## config.mk

```make
export PLATFORM = sky130hd
export DESIGN_NAME = matrix_scan_ctrl
export DESIGN_NICKNAME = d
export VERILOG_FILES = /design/src/rtl/matrix_scan_ctrl_pkg.sv /design/src/rtl/matrix_scan_ctrl_slot_timer.sv /design/src/rtl/matrix_scan_ctrl.sv
export SDC_FILE = /design/constraint.sdc
export NUM_CORES = 1
export LEC_CHECK = 0
export BUFFER_PORTS_ARGS = -buffer_cell sky130_fd_sc_hd__buf_2
export CORE_MARGIN = 10
export CORE_UTILIZATION = 30
export DETAILED_ROUTE_END_ITERATION = 10
export SLEW_MARGIN = 20
export SYNTH_ARGS = -nofsm -noshare
export SYNTH_HDL_FRONTEND = slang
export SYNTH_SLANG_ARGS = --single-unit
```

## constraint.sdc

```tcl
create_clock -name clk -period 5.8 [get_ports clk]
set_input_delay 0.58 -clock clk [delete_from_list [all_inputs] [get_ports clk]]
set_output_delay 0.58 -clock clk [all_outputs]
set_load 0.05 [all_outputs]
```

## src/rtl/matrix_scan_ctrl_pkg.sv

```systemverilog
// Shared definitions for the LED matrix row-scan controller:
// scan states, matrix geometry and the column rotate helper.
package matrix_scan_ctrl_pkg;

  localparam int ROW_COUNT = 16;
  localparam int COL_WIDTH = 16;

  typedef enum logic [1:0] {
    IDLE  = 2'd0,
    BLANK = 2'd1,
    SHOW  = 2'd2
  } scan_state_e;

  // Upper half of the doubled word shifted left is the left rotation.
  function automatic logic [COL_WIDTH-1:0] rotl(input logic [COL_WIDTH-1:0] w,
                                                input logic [3:0]           s);
    logic [2*COL_WIDTH-1:0] dbl;
    dbl = {w, w} << s;
    return dbl[2*COL_WIDTH-1 -: COL_WIDTH];
  endfunction

endpackage

```

## src/rtl/matrix_scan_ctrl_slot_timer.sv

```systemverilog
// Row-slot prescaler: counts 0..TICK_DIV-1 while running and flags the
// last blanking cycle and the last cycle of the slot.
module matrix_scan_ctrl_slot_timer
  import matrix_scan_ctrl_pkg::*;
#(
  parameter int TICK_DIV  = 2500,
  parameter int BLANK_CYC = 50
) (
  input  logic clk_i,
  input  logic rst_i,
  input  logic clr_i,
  output logic blank_done_o,
  output logic slot_done_o
);

  localparam int CW = (TICK_DIV > 1) ? $clog2(TICK_DIV) : 1;
  localparam logic [CW-1:0] BLANK_LAST = CW'(BLANK_CYC - 1);
  localparam logic [CW-1:0] SLOT_LAST  = CW'(TICK_DIV - 1);

  logic [CW-1:0] cnt_q, cnt_d;

  always_comb begin
    cnt_d = cnt_q + CW'(1);
    if (clr_i || (cnt_q == SLOT_LAST)) cnt_d = '0;
  end

  always_ff @(posedge clk_i) begin
    if (rst_i) cnt_q <= '0;
    else       cnt_q <= cnt_d;
  end

  assign blank_done_o = (cnt_q == BLANK_LAST);
  assign slot_done_o  = (cnt_q == SLOT_LAST);

endmodule

```

## src/rtl/matrix_scan_ctrl.sv

```systemverilog
// Row-scan sequencer for a 16x16 LED matrix: blank/show row slots, pattern
// selection with frame-aligned advance, and frame-stepped column scrolling.
module matrix_scan_ctrl
  import matrix_scan_ctrl_pkg::*;
#(
  parameter int TICK_DIV       = 2500,
  parameter int BLANK_CYC      = 50,
  parameter int NUM_PAT        = 5,
  parameter int FRAMES_PER_PAT = 60,
  parameter int SCROLL_FRAMES  = 4
) (
  input  logic                 clk,
  input  logic                 rst,
  input  logic                 en,
  input  logic                 auto_mode,
  input  logic                 btn_next,
  input  logic                 scroll_en,
  input  logic [COL_WIDTH-1:0] col_in,
  output logic [3:0]           row_bin,
  output logic [2:0]           pat_sel,
  output logic [ROW_COUNT-1:0] row_out,
  output logic [COL_WIDTH-1:0] col_out,
  output logic                 frame_tick
);

  localparam int HW = (FRAMES_PER_PAT > 1) ? $clog2(FRAMES_PER_PAT) : 1;
  localparam int SW = (SCROLL_FRAMES > 1) ? $clog2(SCROLL_FRAMES) : 1;
  localparam logic [HW-1:0] HOLD_LAST   = HW'(FRAMES_PER_PAT - 1);
  localparam logic [SW-1:0] SCROLL_LAST = SW'(SCROLL_FRAMES - 1);
  localparam logic [2:0]    PAT_LAST    = 3'(NUM_PAT - 1);
  localparam logic [3:0]    ROW_LAST    = 4'(ROW_COUNT - 1);

  scan_state_e          state_q, state_d;
  logic [3:0]           row_bin_q, row_bin_d;
  logic [2:0]           pat_sel_q, pat_sel_d;
  logic [ROW_COUNT-1:0] row_out_q, row_out_d;
  logic [COL_WIDTH-1:0] col_out_q, col_out_d;
  logic                 frame_tick_q, frame_tick_d;
  logic [HW-1:0]        hold_q, hold_d;
  logic [SW-1:0]        scroll_cnt_q, scroll_cnt_d;
  logic [3:0]           scroll_off_q, scroll_off_d;
  logic                 pend_q, pend_d;
  logic                 frame_end, adv_req;
  logic                 tmr_clr, blank_done, slot_done;

  assign tmr_clr = (state_q == IDLE) || !en;

  matrix_scan_ctrl_slot_timer #(
    .TICK_DIV  (TICK_DIV),
    .BLANK_CYC (BLANK_CYC)
  ) u_slot_timer (
    .clk_i        (clk),
    .rst_i        (rst),
    .clr_i        (tmr_clr),
    .blank_done_o (blank_done),
    .slot_done_o  (slot_done)
  );

  always_comb begin
    state_d      = state_q;
    row_bin_d    = row_bin_q;
    pat_sel_d    = pat_sel_q;
    row_out_d    = row_out_q;
    col_out_d    = col_out_q;
    frame_tick_d = 1'b0;
    hold_d       = hold_q;
    scroll_cnt_d = scroll_cnt_q;
    scroll_off_d = scroll_off_q;
    pend_d       = pend_q | btn_next;
    frame_end    = 1'b0;
    adv_req      = 1'b0;

    if (!en) begin
      state_d   = IDLE;
      row_bin_d = '0;
      row_out_d = '0;
      col_out_d = '0;
    end else begin
      unique case (state_q)
        IDLE: begin
          state_d   = BLANK;
          row_bin_d = '0;
          row_out_d = '0;
          col_out_d = '0;
        end
        BLANK: begin
          row_out_d = '0;
          // Column word and row enable are loaded on the same edge.
          if (blank_done) begin
            state_d   = SHOW;
            col_out_d = rotl(col_in, scroll_off_q);
            row_out_d = ROW_COUNT'(1) << row_bin_q;
          end
        end
        SHOW: begin
          if (slot_done) begin
            state_d   = BLANK;
            row_bin_d = row_bin_q + 4'd1;
            row_out_d = '0;
            col_out_d = '0;
            frame_end = (row_bin_q == ROW_LAST);
          end
        end
        default: state_d = IDLE;
      endcase
    end

    // Pattern and scroll only move between frames so a frame never tears.
    if (frame_end) begin
      frame_tick_d = 1'b1;
      adv_req      = pend_q | btn_next | (auto_mode && (hold_q == HOLD_LAST));
      if (adv_req) begin
        pat_sel_d    = (pat_sel_q == PAT_LAST) ? 3'd0 : pat_sel_q + 3'd1;
        pend_d       = 1'b0;
        hold_d       = '0;
        scroll_off_d = '0;
        scroll_cnt_d = '0;
      end else begin
        hold_d = auto_mode ? hold_q + HW'(1) : '0;
        if (scroll_en) begin
          if (scroll_cnt_q == SCROLL_LAST) begin
            scroll_cnt_d = '0;
            scroll_off_d = scroll_off_q + 4'd1;
          end else begin
            scroll_cnt_d = scroll_cnt_q + SW'(1);
          end
        end
      end
    end
  end

  always_ff @(posedge clk) begin
    if (rst) begin
      state_q      <= IDLE;
      row_bin_q    <= '0;
      pat_sel_q    <= '0;
      row_out_q    <= '0;
      col_out_q    <= '0;
      frame_tick_q <= 1'b0;
      hold_q       <= '0;
      scroll_cnt_q <= '0;
      scroll_off_q <= '0;
      pend_q       <= 1'b0;
    end else begin
      state_q      <= state_d;
      row_bin_q    <= row_bin_d;
      pat_sel_q    <= pat_sel_d;
      row_out_q    <= row_out_d;
      col_out_q    <= col_out_d;
      frame_tick_q <= frame_tick_d;
      hold_q       <= hold_d;
      scroll_cnt_q <= scroll_cnt_d;
      scroll_off_q <= scroll_off_d;
      pend_q       <= pend_d;
    end
  end

  assign row_bin    = row_bin_q;
  assign pat_sel    = pat_sel_q;
  assign row_out    = row_out_q;
  assign col_out    = col_out_q;
  assign frame_tick = frame_tick_q;

endmodule

```

## Word-level counts from Yosys, hierarchy flattened

Cells that the tools add are included.

- Bits in registers: 67
- Bits of input ports: 22
- Output and inout port bits: 40
- Logic and storage cells: 75

- $add $sub $neg: 6
- Equality and inequality tests: 10
- Shift-type cells: 2
- Muxes and demuxes: 25
- Bitwise operators: 3
- Reduce and logical (&&, ||, !) cells: 18

Operators by type and width:

| operator | number |
|---|---|
| $pmux W16 S3 | 2 |
| $mux W16 | 3 |
| $shl A32 B4 Y32 | 1 |
| $mux W4 | 4 |
| $shl A1 B4 Y16 const A | 1 |
| $add A12 B1 Y12 const B | 1 |
| $eq A12 B12 Y1 const B | 1 |
| $eq A12 B6 Y1 const B | 1 |
| $mux W6 | 2 |
| $mux W2 | 5 |
| $reduce_and A2 Y1 | 5 |
| $add A4 B1 Y4 const B | 2 |
| $pmux W4 S2 | 1 |
| $add A6 B1 Y6 const B | 1 |
| $eq A6 B6 Y1 const B | 1 |
| $mux W1 | 6 |
| $pmux W2 S3 | 1 |
| $reduce_and A3 Y1 | 2 |
| $reduce_bool A2 Y1 | 3 |
| $eq A2 B2 Y1 const B | 2 |
| $eq A4 B4 Y1 const B | 1 |
| $ne A2 B2 Y1 const B | 2 |
| $reduce_or A2 Y1 | 2 |
| $add A3 B1 Y3 const B | 1 |
| other kinds (11) | 13 |

## Logic depth before layout (Yosys ltp)

- Word-level depth: 5
- Gate-level depth with buffers: 8
- Depth with buffers taken out: 6

## Hierarchy

A second synthesis with hierarchy kept.

- Cells, all modules: 351
- Area, all modules: 3,483.3 um^2

By module, submodules not included:

| module | instances | cells an instance | area an instance (um^2) |
|---|---|---|---|
| matrix_scan_ctrl | 1 | 292 | 2,896.5 |
| matrix_scan_ctrl_slot_timer | 1 | 59 | 586.8 |

## Worst setup path before layout

Ideal clock, no wire load.

- Path type: register -> register
- Start: register row_bin_q[1] (netlist: row_bin[1])
- End: register pat_sel_q[2] (netlist: pat_sel[2])
- Library setup time: 0.117 ns
- Arrival: 2.300 ns
- Data required time: 5.683 ns
- Slack: 3.382 ns
- Stages on the path, launching flop included: 7
- Cell sequence: dfxtp_1 ha_1 nand4_1 or2_2 clkbuf_1 or4_1 a32o_1

- Cells in the longest elaborated chain, start to end: 5

RTL lines:

| item | RTL line | RTL |
|---|---|---|
| start, declared | matrix_scan_ctrl.sv:34 | `logic [3:0] row_bin_q, row_bin_d;` |
| start signal, assigned | matrix_scan_ctrl.sv:146 | `row_bin_q <= row_bin_d;` |
| $eq A4 B4 Y1 | matrix_scan_ctrl.sv:101 | `frame_end = (row_bin_q == ROW_LAST);` |
| $mux W1 | matrix_scan_ctrl.sv:96 | `if (slot_done) begin` |
| $mux W1 | matrix_scan_ctrl.sv:79 | `unique case (state_q)` |
| $mux W1 | matrix_scan_ctrl.sv:73 | `if (!en) begin` |
| $reduce_and A2 Y1 (no source line) | n/a |  |
| end signal, assigned | matrix_scan_ctrl.sv:147 | `pat_sel_q <= pat_sel_d;` |
| end, declared | matrix_scan_ctrl.sv:35 | `logic [2:0] pat_sel_q, pat_sel_d;` |

No other way between the ends.
A chain may end at the register's enable or synchronous reset.

## Final worst setup path

- Start: register u_slot_timer.cnt_q[0]
- End: register hold_q[1]

- Cells in the longest elaborated chain, start to end: 4

RTL lines:

| item | RTL line | RTL |
|---|---|---|
| start, declared | matrix_scan_ctrl_slot_timer.sv:20 | `logic [CW-1:0] cnt_q, cnt_d;` |
| start signal, assigned | matrix_scan_ctrl_slot_timer.sv:29 | `else cnt_q <= cnt_d;` |
| $eq A12 B12 Y1 | matrix_scan_ctrl_slot_timer.sv:33 | `assign slot_done_o = (cnt_q == SLOT_LAST);` |
| $mux W1 | matrix_scan_ctrl.sv:96 |  |
| $mux W1 | matrix_scan_ctrl.sv:79 |  |
| $mux W1 | matrix_scan_ctrl.sv:73 |  |
| end signal, assigned | matrix_scan_ctrl.sv:151 | `hold_q <= hold_d;` |
| end, declared | matrix_scan_ctrl.sv:39 | `logic [HW-1:0] hold_q, hold_d;` |

No other way between the ends.

==> key figures <==
Synth
  – Unique cell type count in the Yosys netlist: 49
  – Post-synth top flop: dfxtp_1
  – Synth async-reset ratio: 0%
  – Net Count, Synth: around 400
  – Synthesized instance count: between 300 and 400
  – Synth area leaders: dfxtp_1 37%, mux4_2 9.9%, nor3_1 5.1%
  – Synthesis warning total: 0
  – Top cell type's share of synthesized area: between 30% and 40%
  – Yosys top cell by area: dfxtp_1
  – Post-synth EDFFs: 0
  – Syn Area/Cell: 9.758 um2
  – #FFs+latches synth: 67
  – Cell Area, Synth: 0.003640 mm2
  – Post-synthesis sequential area ratio: 36.85%

Detailed routing
  – Avg WL per Cell: 16.23 um
  – DRT Pass-1 Iters: 4
  – Vias per cell: around 5.5
  – Antenna Nets Post-Route: 0
  – Residual DRC count: 0
  – DR iter-0 viols: 269
  – Via count: 3,160
  – Final WL: 9249 um

Placed design
  – Hpwl dp: 6935 um
  – Number of port buffers: 61
  – GP Congestion: 0.7855
  – Number of instances in the placed design: 555

Floorplanning
  – Starting Density: 30.43%
  – Chip width: 130.1 um
  – Top Ports: 62
  – Num rows: 40
  – DIE AREA: about 0.017 mm2
  – Die H: around 130 um
  – Area of the core: roughly 0.012 mm2

Pwr
  – Seq pwr share: around 41%
  – Cell leakage power: 0.001666 uW
  – Net switching power: 223.7 uW
  – Power per standard cell area: ~260 mW/mm2
  – Sw frac: 19.98%
  – VDD IR max: 0.1265 mV
  – Power share of the clock group: 54.6%
  – Gate power share: a little over 4%
  – Internal power: 896.0 uW

Clocking
  – TritonCTS clock tree: done
  – Bufs on Longest Clock Path: 2
  – Clock slew seen by the registers of the worst setup and hold paths: 50 ps
  – Post-CTS setup buffer count: 0
  – Clock sink total: 67
  – Clock root cell: clkbuf_16
  – Clock Latency Late Sink: 330 ps
  – Post-CTS Resized: 0
  – Cts hold-fix bufs: 0
  – Htree depth: 3
  – Total CTS buffers: 9

Setup path
  – Reg2Reg Setup Slack: between 3000 and 4000 ps
  – CP Max Fanout: 21
  – WS Path Type: reg2reg
  – Arrival time of the worst setup path: 2860 ps
  – Worst R2R End: hold_q[1]
  – CP endpoint: hold_q[1]
  – Worst setup EP type: flop
  – Critical path launch point type: flop
  – Depth of the most critical reg-to-reg path: 5
  – R2r startpoint: u_slot_timer.cnt_q[0]
  – Crit. Startpoint: u_slot_timer.cnt_q[0]
  – Worst Path Required: 5980 ps

STA
  – Setup TNS: 0 ps
  – Worst Clk Skew: about 6.5 ps
  – Fmax: between 300 and 400 MHz
  – Final min period: 2688 ps
  – Slew Viols, Final: 0
  – Final setup violation count: 0
  – RSZ-0062 raised after global routing: false
  – Relative slew slack: 29.55%
  – Period Utilization, post-route: 46.34%
  – Worst-margin pin slew: 1053 ps
  – Hold Vio Cnt, Final: 0

Run status
  – Status: finished clean

Global routing
  – GRT Overall Usage: 11.17%
  – GRT overflow: 0
  – Initial antenna violation count: 0
  – Vias in the first global route: 3,047
  – First-pass GRT wire length: 15,280 um
  – Pin count of the biggest net entering global routing: 36

Min path
  – Hold path depth: 1
  – Min-delay worst type: reg2reg

Cells and area
  – Final net count: 454
  – Filler Cells Inserted: 1,182
  – Area Overhead vs Synth: 18.94%
  – Share of cells above drive strength 1: 22.46%
  – Layout Cells excl Fill: 570
  – Number of antenna diodes: 0

Job
  – Max cap viols: 0
routing by layer:
metal | track usage, % | wire [um]
met1 | 13.57 | 4095
met2 | 18.50 | 4572
met3 | 3.245 | 487
met4 | 3.770 | 94
met5 | 0 | 0
registers in the layout (all words and copies together), names as in the netlist:
register and flops:
scroll_off_q 4, row_out 16, pend_q 1, state_q 2
u_slot_timer.cnt_q 12, row_bin 4, hold_q 6, scroll_cnt_q 2
frame_tick 1, col_out 16, pat_sel 3
worst max-delay path, stage by stage, from the launching register on:
cell and delay [ps]:
dfxtp_1 390, ha_1 240, nor4bb_1 310, nand3_1 600, o31ai_1 900, a21oi_1 80
synthesized netlist by cell type (all sizes together) (6+ instances only):
cell type,count
or4,9
nand2,17
mux2i,17
nor2,26
mux4,16
a21oi,8
inv,15
clkbuf,17
buf,9
nand3,13
nand4,6
ha,13
dfxtp,67
o32ai,6
nor3,37
a211o,16
a32o,17
worst min-delay path by stage:
stage / from / to / slack (ps)
floorplan: u_slot_timer.cnt_q[0] / u_slot_timer.cnt_q[0] / 440
global placement: col_out[7] / col_out[7] / 440
detailed placement: col_out[13] / col_out[13] / 450
CTS: row_out[10] / row_out[10] / 460
global route: col_out[11] / col_out[11] / 480
finish: row_out[10] / row_out[10] / 460
area by class of cell:
class | count | area (um2) | share of cell area (%)
inverter | 16 | 60.06 | 1.387
multi-input combinational | 264 | 2107 | 48.67
sequential | 67 | 1341 | 30.98
timing repair buffer | 61 | 305.3 | 7.052
clock inverter | 5 | 102.6 | 2.370
tap | 147 | 183.9 | 4.249
clock buffer | 10 | 229.0 | 5.289
layout by cell type, fill, tap and decap left out, types with 15 or more instances in the layout:
master and instances:
dfxtp_1 67, mux2i_1 17, mux4_2 16, a32o_1 17, nor3_1 37, inv_1 15
buf_2 61, nand2_1 17, nor2_1 24, a211o_1 16
power by group through the flow:
stage / Combinational [uW] / Sequential, uW / Clock, uW
2_1_floorplan: 26.5 / 472 / 0
3_3_place_gp: 43.9 / 473 / 0
3_5_place_dp: 45.2 / 473 / 0
4_1_cts: 45.2 / 463 / 621
5_1_grt: 49.8 / 463 / 644
6_report: 45.5 / 463 / 611
kinds of logic after synthesis:
group                    after synthesis  synth area share, %
AO/OA/AOI/OAI                         75                16.95
XOR/XNOR                              10                2.406
adder cells (fa/ha/maj)               13                4.469
buffers and inverters                 42                5.294
flip-flops                            67                36.85
multiplexers                          33                14.58
AND/OR/NAND/NOR                      133                19.46
per-stage QoR:
step                      hold slack, ps  setup slack, ps  total power (uW)  cell area (um2)  util [%]
final                              458.4             3112              1120             4329     36.19
after detailed placement           448.1             3045             518.0             3996     33.41
after CTS                          462.0             3040              1129             4328     36.18
after global placement             441.0             3139             516.6             3996     33.41
after global routing               481.3             2830              1157             4329     36.19
after floorplan                    441.0             3382             498.4             3640         -
Power figures use the tool's default switching activity.
